`src/rtl/reg_bank16.sv`:
```
// Sixteen-entry architectural register bank: R0-R14 in flops, R15 mirrors the PC+8 input.
// Two read ports plus a debug port, all combinational with write-first bypass.
module reg_bank16 #(
  parameter int W = 32
) (
  input  logic         clk,
  input  logic         rst_n,
  input  logic [3:0]   a1,
  input  logic [3:0]   a2,
  input  logic [3:0]   a3,
  input  logic         we3,
  input  logic [W-1:0] wd3,
  input  logic         link_we,
  input  logic [W-1:0] link_data,
  input  logic [W-1:0] r15,
  input  logic [3:0]   dbg_sel,
  output logic [W-1:0] rd1,
  output logic [W-1:0] rd2,
  output logic [W-1:0] dbg_out,
  output logic [7:0]   wr_count
);

  logic [W-1:0] r_regs [15];
  logic [7:0]   r_wr_count;

  logic         w_we_valid;
  logic         w_we_store;
  logic [W-1:0] w_st1;
  logic [W-1:0] w_st2;
  logic [W-1:0] w_std;

  // A writeback to R15 is dropped; the link write owns R14 when both target it.
  assign w_we_valid = we3 && (a3 != 4'd15);
  assign w_we_store = w_we_valid && !(link_we && (a3 == 4'd14));

  always_ff @(posedge clk or negedge rst_n) begin
    if (!rst_n) begin
      for (int i = 0; i < 15; i++) r_regs[i] <= '0;
      r_wr_count <= '0;
    end else begin
      if (w_we_store) r_regs[a3] <= wd3;
      if (link_we)    r_regs[14] <= link_data;
      if (w_we_valid || link_we) r_wr_count <= r_wr_count + 8'd1;
    end
  end

  // Bypass is suppressed while in reset so reads show the cleared storage.
  function automatic logic [W-1:0] f_read(input logic [3:0] x, input logic [W-1:0] stored);
    logic [W-1:0] v;
    v = stored;
    if (x == 4'd15)                          v = r15;
    else if (!rst_n)                         v = '0;
    else if ((x == 4'd14) && link_we)        v = link_data;
    else if (we3 && (a3 == x))               v = wd3;
    return v;
  endfunction

  always_comb begin
    w_st1 = '0;
    w_st2 = '0;
    w_std = '0;
    if (a1 != 4'd15)      w_st1 = r_regs[a1];
    if (a2 != 4'd15)      w_st2 = r_regs[a2];
    if (dbg_sel != 4'd15) w_std = r_regs[dbg_sel];
  end

  assign rd1      = f_read(a1, w_st1);
  assign rd2      = f_read(a2, w_st2);
  assign dbg_out  = f_read(dbg_sel, w_std);
  assign wr_count = r_wr_count;

endmodule

```
`config.mk`:
```
export PLATFORM = sky130hd
export DESIGN_NAME = reg_bank16
export DESIGN_NICKNAME = d
export VERILOG_FILES = /design/src/rtl/reg_bank16.sv
export SDC_FILE = /design/constraint.sdc
export NUM_CORES = 1
export LEC_CHECK = 0
export BUFFER_PORTS_ARGS = -buffer_cell sky130_fd_sc_hd__buf_2
export CAP_MARGIN = 20
export CELL_PAD_IN_SITES_DETAIL_PLACEMENT = 0
export CELL_PAD_IN_SITES_GLOBAL_PLACEMENT = 1
export CORE_MARGIN = 8
export CORE_UTILIZATION = 51
export CTS_BUF_LIST = sky130_fd_sc_hd__clkbuf_8
export DETAILED_ROUTE_END_ITERATION = 8
export PLACE_DENSITY = 0.86
export SYNTH_ARGS = -nofsm -noshare
export SYNTH_HDL_FRONTEND = slang
export SYNTH_SLANG_ARGS = --single-unit
```
`constraint.sdc`:
```
create_clock -name clk -period 2.1 [get_ports clk]
set_input_delay 0.21 -clock clk [delete_from_list [all_inputs] [get_ports clk]]
set_output_delay 0.21 -clock clk [all_outputs]
set_load 0.005 [all_outputs]
```
# Yosys cells after proc, flatten, opt, wreduce, memory -nomap -nowiden
# Index checks and enable logic that the tools add are counted.
[word_totals]
reg_bits = 488
in_bits = 116
[op_classes]
add_sub_neg = 1
order_cmp = 5
eq_ne = 14
muxes = 29
n_bitwise = 4
n_reduce_logical = 13
[op_table]
columns = ["cell", "count"]
rows = [
  ["32-bit two-way mux", 24],
  ["480-bit bitwise mux", 1],
  ["32-bit binary-select mux with 4-bit select", 3],
  ["32-bit demux with 4-bit select", 1],
  ["4-bit == test, second input constant", 7],
  ["5-bit >= comparator, second input constant", 4],
  ["4-bit inverter with 5-bit output", 4],
  ["4-bit inequality test, second input constant", 4],
  ["4-bit == test", 3],
  ["1-bit logical AND", 10],
  ["8-bit by 1-bit adder with 8-bit output, second input constant", 1],
  ["5-bit by 1-bit less-than comparator with 1-bit output, second input constant", 1],
  ["2-bit nonzero test", 1],
  ["1-bit logical NOT", 1],
  ["1-bit logical OR", 1],
]

# Longest topological paths before layout
# Gate-level depths: netlist of the first run.
[logic_depth]
depth_word = 9
mapped_depth = 9
depth_no_buf = 5

# Least setup slack after synthesis of the first run
# Ideal clock, no wire load.
[synth_timing]
path_kind = "input to output"
from = "input a2[0]"
to = "output rd2[10]"
arrival_time_ps = 1565
slack_ps = 325
stages = 8
path_buffers = 3
path_cell_list = "buf_2 > buf_2 > buf_2 > mux2i_1 > o221ai_1 > o211ai_1 > nor2_1 > a221o_1"
[synth_between]
elab_chain_cells = 9
elab_cells_between_ends = 15
cone_classes = "eq/ne: 4; mux: 8; bitwise: 1; reduce/logical: 2"
[synth_lines]
columns = ["element", "line", "source"]
rows = [
  ["start, declared", "9", "input logic [3:0] a2,"],
  ["4-bit inverter with 5-bit output (implied by the code)", "63", "if (a2 != 4'd15) w_st2 = r_regs[a2];"],
  ["32-bit binary-select mux with 4-bit select", "63", ""],
  ["32-bit two-way mux (implied by the code) (2 in series)", "63", ""],
  ["32-bit two-way mux", "63", ""],
  ["32-bit two-way mux", "54", "else if (we3 && (a3 == x)) v = wd3;"],
  ["32-bit two-way mux", "53", "else if ((x == 4'd14) && link_we) v = link_data;"],
  ["32-bit two-way mux", "52", "else if (!rst_n) v = '0;"],
  ["32-bit two-way mux *", "51", "if (x == 4'd15) v = r15;"],
  ["end, declared", "18", "output logic [W-1:0] rd2,"],
]
# Every way passes the cells marked *; elsewhere a longest branch is shown, timed or not. The select of a mux whose other input is x is not followed.

# Final worst setup path of the first run
[layout_timing]
from = "register r_regs[379] in the netlist's numbering"
to = "output rd2[27]"
[layout_between]
elab_chain_cells = 8
[layout_lines]
columns = ["element", "line", "source"]
rows = [
  ["start, declared", "23", "logic [W-1:0] r_regs [15];"],
  ["start signal, assigned by index", "41", "if (w_we_store) r_regs[a3] <= wd3;"],
  ["32-bit binary-select mux with 4-bit select", "63", ""],
  ["32-bit two-way mux (implied by the code) (2 in series)", "63", ""],
  ["32-bit two-way mux", "63", ""],
  ["32-bit two-way mux", "54", ""],
  ["32-bit two-way mux", "53", ""],
  ["32-bit two-way mux", "52", ""],
  ["32-bit two-way mux", "51", ""],
]
# No other way between the ends. The select of a mux whose other input is x is not followed.

==> results of run 1 <==
-- registers in the layout, indices dropped and copies added, names as in the netlist --
signal / cells
r_regs: 480
wr_count: 8
-- power by group through the flow --
stage	registers [mW]	logic, mW	clock network, mW
2_1_floorplan	13.2	6.10	0
3_3_place_gp	13.8	8.76	0
3_5_place_dp	14.0	9.09	0
4_1_cts	13.8	9.68	9.68
5_1_grt	14.2	10.7	10.1
6_report	14.0	10.1	9.60
-- layout by cell type, fill, tap and decap left out, drive strengths merged, types with 9 or more instances in the layout --
master         n
mux2         449
o21ai         96
dfrtp        488
xor2          11
diode          9
a221oi        32
dlygate4sd3   53
clkbuf       116
nor2          80
a22oi        222
a21oi         64
o221ai        96
o211ai        98
a222oi        32
clkinv         9
nand2         43
mux2i        704
inv           54
buf          537
a22o          96
a221o         64
-- layer usage --
| metal | vias to the layer above | GRT usage (%) | share of wire (%) |
|---|---|---|---|
| met5 | - | 0 | 0.054 |
| met4 | 6 | 23.6 | 7.5 |
| met3 | 725 | 11.4 | 12 |
| met2 | 2415 | 53.1 | 43 |
| met1 | 15224 | 43.3 | 37 |
| li1 | 12494 | - | - |
-- worst reg2reg max path: cells and delay by family (launching register included) --
kind	cells	cell delay [ns]
mux	1	0.13
buf+inv	1	0.60
flops	1	0.38
compound gates	1	0.11
-- synthesized netlist by cell type, types with 32 or more instances --
library cell,count
sky130_fd_sc_hd__mux2i_1,704
sky130_fd_sc_hd__dfrtp_1,488
sky130_fd_sc_hd__mux2_2,282
sky130_fd_sc_hd__a22oi_1,222
sky130_fd_sc_hd__mux2_1,167
sky130_fd_sc_hd__clkbuf_1,163
sky130_fd_sc_hd__buf_2,132
sky130_fd_sc_hd__o211ai_1,98
sky130_fd_sc_hd__a22o_1,96
sky130_fd_sc_hd__o221ai_1,96
sky130_fd_sc_hd__nor2_1,79
sky130_fd_sc_hd__a21oi_1,64
sky130_fd_sc_hd__a221o_1,64
sky130_fd_sc_hd__o21ai_1,62
sky130_fd_sc_hd__buf_4,48
sky130_fd_sc_hd__nand2_1,43
sky130_fd_sc_hd__o21ai_0,34
sky130_fd_sc_hd__inv_1,33
sky130_fd_sc_hd__a221oi_1,32
sky130_fd_sc_hd__a222oi_1,32
-- cells by family after synthesis --
| logic type | synth area share [%] |
|---|---|
| compound gates | 18.4 |
| xor+xnor | 0.496 |
| fa+ha+maj | 0.0373 |
| buf+inv | 5.83 |
| flops | 36.4 |
| mux | 36.1 |
| simple gates | 2.73 |
-- what timing repair did --
action / in CTS / in global routing
endpoints found under the setup margin: 96 / 96
hold buffers: 53 / 0
resized for setup: 118 / 72
setup buffers: 22 / 10
pin swaps: 129 / 121
hold endpoints to repair: 226 / 0
-- area by class of cell --
type / count / share of cell area [%]
multi-input cells: 2159 / 49.6
diodes: 9 / 0.0549
well taps: 864 / 2.64
inverters: 33 / 0.302
clock buffers: 115 / 3.86
repair buffers: 591 / 13.1
clock inverters: 37 / 0.674
flip-flops and latches: 488 / 29.8
-- worst paths after layout --
check / depth (start not counted) / endpoint
min reg2reg: 1 / wr_count[7]$_DFFE_PN0P_
min in group asynchronous: 2 / r_regs[335]$_DFFE_PN0P_
max in group asynchronous: 4 / r_regs[440]$_DFFE_PN0P_
max reg2reg: 3 / r_regs[15]$_DFFE_PN0P_
min: 3 / r_regs[29]$_DFFE_PN0P_
max: 7 / rd2[27]
-- stage by stage --
stage	worst slack (ns)	cell area, um2	instances	hold WS, ns	power [mW]
6_report	-0.447	41000	4296	0.0367	33.8
3_3_place_gp	-0.184	37600	4055	0.0430	22.5
3_5_place_dp	-0.183	37600	4055	0.0417	23.1
5_1_grt	-0.545	41000	4295	0.0431	35.1
2_1_floorplan	0.325	33500	3048	-0.0856	19.3
4_1_cts	-0.439	40600	4277	0.00117	33.2
==> key figures, run 1 <==
Clocking
  • Root Buffer Master: sky130_fd_sc_hd__clkbuf_8
  • Clock tree from TritonCTS: done
  • Clock transition time at the flip-flop clock pins of the worst setup and hold paths: 0.06 ns
  • Number of buffers inserted during clock tree synthesis: 88
  • Number of levels in the clock H-tree: 3
  • Sink Count: 488
  • Buffers from clock root to sink, at most: 3
  • Clk_lat worst skew: 0.69 ns

Setup path
  • Total buffers and inverters traversed by the critical path: 2
  • Maximum cell stage delay along the critical path: 0.42 ns
  • Worst setup EP type: output port
  • Required time of the critical path: 1.89 ns
  • CP Max Fanout: 4
  • Data arrival, critical path: 2.34 ns
  • Critical path's slowest cell: sky130_fd_sc_hd__dfrtp_1
  • CP Launch Point: r_regs[379]$_DFFE_PN0P_
  • Worst setup path category: register to output port
  • Critical path, cell by cell: mux2i_2, a22oi_1, a21oi_1, buf_4, nor2_2, a221o_1, buf_2
  • Worst-case register-to-register setup slack: 0.77 ns
  • Element type at the critical path start: register
  • Crit Reg-Reg Startpoint: r_regs[15]$_DFFE_PN0P_
  • Cell family with most CP delay: compound AO/OA/AOI/OAI gates

Cells and area
  • Area used by multi-input combinational logic: 0.0203 mm2
  • Share of post-route cells with drive strength above 1: 34.5%
  • Area used by sequential logic in the layout: 0.0122 mm2
  • Utilization after layout: 62.7%
  • Filler cell count: 5163
  • Area growth, synth to finish: 22.4%
  • Layout net count: 3478

Min path
  • Type of the most critical hold path: input pin to register
  • Hold wc startpoint: wd3[29]

Drt
  • Initial DRC count: 4637
  • Remaining number of nets flagged by the antenna check after routing: 0
  • DR vias: 30864
  • Via count normalized by instance count: 7.18
  • Wire length reported by the detailed router: 137000 um
  • Routed len/inst: 32.0 um
  • Number of remaining DRC errors: 0
  • DR pass1 iterations: 8

Timing
  • Post-route setup TNS: -25.35 ns
  • Hold Violations, Final: 0
  • PnR worst setup slack: -0.447 ns
  • Final setup vio count: 96
  • Actual slew at the worst max-slew pin: 1.05 ns
  • Slew HR: 29.7%
  • Post-layout min period: 2.55 ns
  • Post-Route Skew: 0.00202 ns
  • Post-route clock period utilization: 121%
  • Fmax: 393 MHz
  • Setup repair after global routing missed its margin: true
  • Final slew viol count: 0

Synthesis
  • Sequential share of the synthesized area: 36.4%
  • Top flip-flop cell by instance count after synthesis: sky130_fd_sc_hd__dfrtp_1
  • Post-Syn Area per Cell: 11.0 um2
  • Number of distinct library cells after synthesis: 45
  • Cells after Synth: 3048
  • Synthesized flop and latch total: 488
  • Leading area contributor after synthesis: sky130_fd_sc_hd__dfrtp_1
  • Total standard cell area after synthesis: 0.0335 mm2
  • Area share of the largest cell type after synthesis: 36.4%
  • Yosys warning total: 0
  • Number of enable-type register cells in the synthesized netlist: 0
  • Synthesized netlist net count: 3165
  • Async set or reset register ratio after synthesis: 100%
  • Leading cell types by total area after synthesis: sky130_fd_sc_hd__dfrtp_1 36%, sky130_fd_sc_hd__mux2i_1 21%, sky130_fd_sc_hd__mux2_2 9.5%

Place
  • Post-DP HPWL: 90900 um
  • Routability Congestion: 1.00
  • Count of input and output buffers: 219

GRT
  • Initial antenna violation count: 11
  • First-pass GRT wire length: 202000 um
  • Number of global-route vias before repair: 31467
  • Largest net degree at the start of global routing: 157
  • Final global-route overflow total: 0
  • Global router's overall resource usage: 35.4%

Floorplan
  • Die area: 0.0742 mm2
  • Die Wd: 272 um
  • Starting density of the core: 51.3%
  • Chip Height: 272 um
  • Core area: 0.0654 mm2
  • Number of ports placed on the die boundary: 220
  • Standard-cell row count: 94

Job
  • Number of maximum-capacitance violations: 0

Outcome
  • Failing checks: setup timing
  • Status: complete, but fails checks

Power and ir drop
  • Part of the total power dissipated in the clock network: 28.4%
  • Power Dens Cells: 823 mW/mm2
  • Max VDD drop: 596 uV
  • Power share of the sequential group: 41.6%
  • Switching share of power: 34.9%
  • Combinational fraction of design power: 30.0%
  • Leakage: 18.3 nW
  • Internal power: 22.0 mW
  • Switching Power: 11.8 mW
Note: power is estimated with default switching activity, not from simulation.
==> run 2, diff against run 1 <==
- PLACE_DENSITY: 0.86 -> default
- PLACE_DENSITY_LB_ADDON: default -> 0.1
- clock period: 2.1 -> 2.5 ns (I/O delays scaled with it)
==> run 2 against run 1 <==
  * The flow finishes with violations (DRC, setup timing)
  * Largest cell class unchanged
  * Register-to-register slack improved by 0.55 ns
  * Largest power group unchanged
  * Sequential power is 16% lower
  * Critical path depth decreased by 1
  * Via count down 3.2%
  * Total power shrank 19%
  * Clock skew rose by 0.011 ns
  * Critical path type unchanged
==> key figures, run 2 (synthesis results as in run 1) <==
Timing
  • Post-layout min period: 2.55 ns
  • Hold Violations, Final: 0 (unchanged)
  • Post-route clock period utilization: 102%
  • Final setup vio count: 7 (-93%)
  • Setup repair after global routing missed its margin: true
  • Slew HR: 26.5% (-3.2 points)
  • Final slew viol count: 0 (unchanged)
  • Post-Route Skew: 0.0128 ns (+0.0108 ns)
  • PnR worst setup slack: -0.0540 ns (+0.393 ns)
  • Fmax: 392 MHz
  • Actual slew at the worst max-slew pin: 1.10 ns (+0.0485 ns)

Place
  • Cell Count Post-Placement: 3992 (-1.6%)
  • Post-DP Area: 0.0368 mm2 (-2.1%)
  • Post-DP HPWL: 91100 um (+0.15%)
  • Routability Congestion: 0.970 (-3.0%)
  • Count of input and output buffers: 219 (unchanged)

Min path
  • Destination of the worst hold path: r_regs[27]$_DFFE_PN0P_
  • Type of the most critical hold path: input pin to register
  • Hold depth: 3 (unchanged)
  • Hold wc startpoint: wd3[27]

Drt
  • Routed len/inst: 33.5 um (+4.6%)
  • Wire length reported by the detailed router: 140000 um (+2.1%)
  • DR pass1 iterations: 9 (+1)
  • Initial DRC count: 3888 (-16%)
  • Remaining number of nets flagged by the antenna check after routing: 0 (unchanged)
  • Number of remaining DRC errors: 7 (+7)
  • Via count normalized by instance count: 7.12 (-0.85%)
  • DR vias: 29868 (-3.2%)

GRT
  • GRT met1 Usage: 45.8% (+2.4 points)
  • Peak-usage layer in the global routing report: met2
  • Number of global-route vias before repair: 30650 (-2.6%)
  • First-pass GRT wire length: 205000 um (+1.7%)
  • Largest net degree at the start of global routing: 178 (+13%)
  • Global router's overall resource usage: 36.5% (+1.1 points)
  • Grt met3 use: 10.0% (-1.4 points)
  • Initial antenna violation count: 14 (+3)
  • Final global-route overflow total: 0 (unchanged)
  • Met2 track demand over resource: 56.1% (+3.0 points)

Setup path
  • CP Max Fanout: 4 (unchanged)
  • Total buffers and inverters traversed by the critical path: 1 (-1)
  • Data arrival, critical path: 2.30 ns (-0.04 ns)
  • Critical path, cell by cell: mux2i_1, a22oi_2, a21oi_4, nor2_2, a221o_1, buf_2
  • Element type at the critical path start: register
  • Critical path's slowest cell: sky130_fd_sc_hd__dfrtp_1
  • Worst setup EP type: output port
  • Worst-case register-to-register setup slack: 1.32 ns (+0.55 ns)
  • Worst setup path category: register to output port
  • Worst reg2reg path endpoint: wr_count[6]$_DFFE_PN0P_
  • Crit Reg-Reg Startpoint: wr_count[0]$_DFFE_PN0P_
  • Maximum cell stage delay along the critical path: 0.42 ns (about the same)
  • Required time of the critical path: 2.25 ns (+0.36 ns)
  • Cell family with most CP delay: compound AO/OA/AOI/OAI gates
  • Worst Reg-to-Reg Cells: 4 (+1)

Clocking
  • Sink Count: 488 (unchanged)
  • Clk_lat worst skew: 0.70 ns (about the same)
  • Number of buffers inserted during clock tree synthesis: 90 (+2.3%)
  • Number of levels in the clock H-tree: 3 (unchanged)
  • Buffers from clock root to sink, at most: 3 (unchanged)
  • Root Buffer Master: sky130_fd_sc_hd__clkbuf_8
  • Clock tree from TritonCTS: done
  • Clock transition time at the flip-flop clock pins of the worst setup and hold paths: 0.07 ns (about the same)

Floorplan
  • Die Wd: 272 um (unchanged)
  • Die area: 0.0742 mm2 (unchanged)
  • Core area: 0.0654 mm2 (unchanged)
  • Starting density of the core: 51.3% (unchanged)
  • Chip Height: 272 um (unchanged)
  • Standard-cell row count: 94 (unchanged)
  • Number of ports placed on the die boundary: 220 (unchanged)

Cells and area
  • Layout Cell Area excl Fill: 0.0395 mm2 (-3.8%)
  • Max FFs per register: 480 (unchanged)
  • Share of post-route cells with drive strength above 1: 31.1% (-3.4 points)
  • Top register by number of flip-flops: r_regs
  • Most frequent cells in the layout: 703 x sky130_fd_sc_hd__mux2i_1, 485 x sky130_fd_sc_hd__dfrtp_1, 282 x sky130_fd_sc_hd__mux2_2
  • Area growth, synth to finish: 17.7%
  • Number of cells in the finished layout apart from fillers: 4193 (-2.4%)
  • Layout net count: 3375 (-3.0%)
  • Commonest non-fill, non-tap cell in the layout: sky130_fd_sc_hd__mux2i_1
  • Utilization after layout: 60.3% (-2.4 points)

Power and ir drop
  • Max VDD drop: 417 uV (-30%)
  • Power Dens Cells: 693 mW/mm2 (-16%)
  • Leakage: 17.7 nW (-3.6%)
  • Overall power consumption: 27.3 mW (-19%)

Outcome
  • Status: complete, but fails checks
  • Failing checks: DRC, setup timing

Job
  • Number of maximum-capacitance violations: 0 (unchanged)
[run 2: cell count changes in the layout (fill, tap and decap cells not counted), sizes merged]
cell         delta
buf            -86
bufinv          -4
clkbuf          -3
clkinv          -1
clkinvlp        -1
dlygate4sd3    -20
inv            +11
nor2b           +1
[run 2: area by class of cell]
class / count / area (um2)
Antenna cell: 9 / 22.5
Clock buffer: 112 / 1540
Clock inverter: 42 / 190
Fill cell: 5502 / 25900
Inverter: 33 / 124
Multi-Input combinational cell: 2160 / 20100
Sequential cell: 488 / 12200
Tap cell: 864 / 1080
Timing Repair Buffer: 485 / 4220
[run 2: through the flow]
step	TNS (ns)	hold slack, ns	setup WS (ns)
6_report	-0.197	0.0367	-0.0540
5_1_grt	-1.39	0.0471	-0.119
4_1_cts	-0.255	0.00153	-0.0671
3_5_place_dp	-0.0999	0.461	-0.0375
3_3_place_gp	-0.156	0.446	-0.0506
2_1_floorplan	0	-0.0456	0.645
[run 2: routing by layer]
metal,part of all wire (%),vias to the layer above,wire length (um)
met3,10,560,14200
met4,6.1,0,8610
li1,-,12295,-
met5,0,-,0
met1,39,15018,54700
met2,45,1995,62800
[run 2: power by group]
group / total (mW) / switching [mW] / leakage [nW] / internal (mW)
combinational: 8.00 / 4.06 / 10.7 / 3.95
clock: 7.60 / 3.59 / 1.00 / 4.01
sequential: 11.7 / 2.01 / 5.98 / 9.72
[run 2: tightest hold or removal path, stage by stage]
cell,delay [ns]
sky130_fd_sc_hd__buf_2,0.21
sky130_fd_sc_hd__mux2i_1,0.16
sky130_fd_sc_hd__o21ai_0,0.08
[run 2: timing repair]
action | 4_1_cts | 5_1_grt
hold buffers | 33 | 0
buffers inserted | 0 | 9
gates cloned | 1 | 0
hold endpoints to repair | 440 | 0
gates resized for setup | 53 | 76
setup endpoints to repair | 36 | 77
pin swaps | 21 | 66
[run 2: worst max-delay path by stage]
stage | from | to | slack, ns | cells after the start
3_5_place_dp | a1[2] | rd1[31] | -0.04 | 8
2_1_floorplan | a2[0] | rd2[10] | 0.65 | 8
4_1_cts | r_regs[317]$_DFFE_PN0P_ | dbg_out[29] | -0.07 | 6
6_report | r_regs[317]$_DFFE_PN0P_ | dbg_out[29] | -0.05 | 6
5_1_grt | r_regs[253]$_DFFE_PN0P_ | rd2[29] | -0.12 | 6
3_3_place_gp | a1[2] | rd1[21] | -0.05 | 9
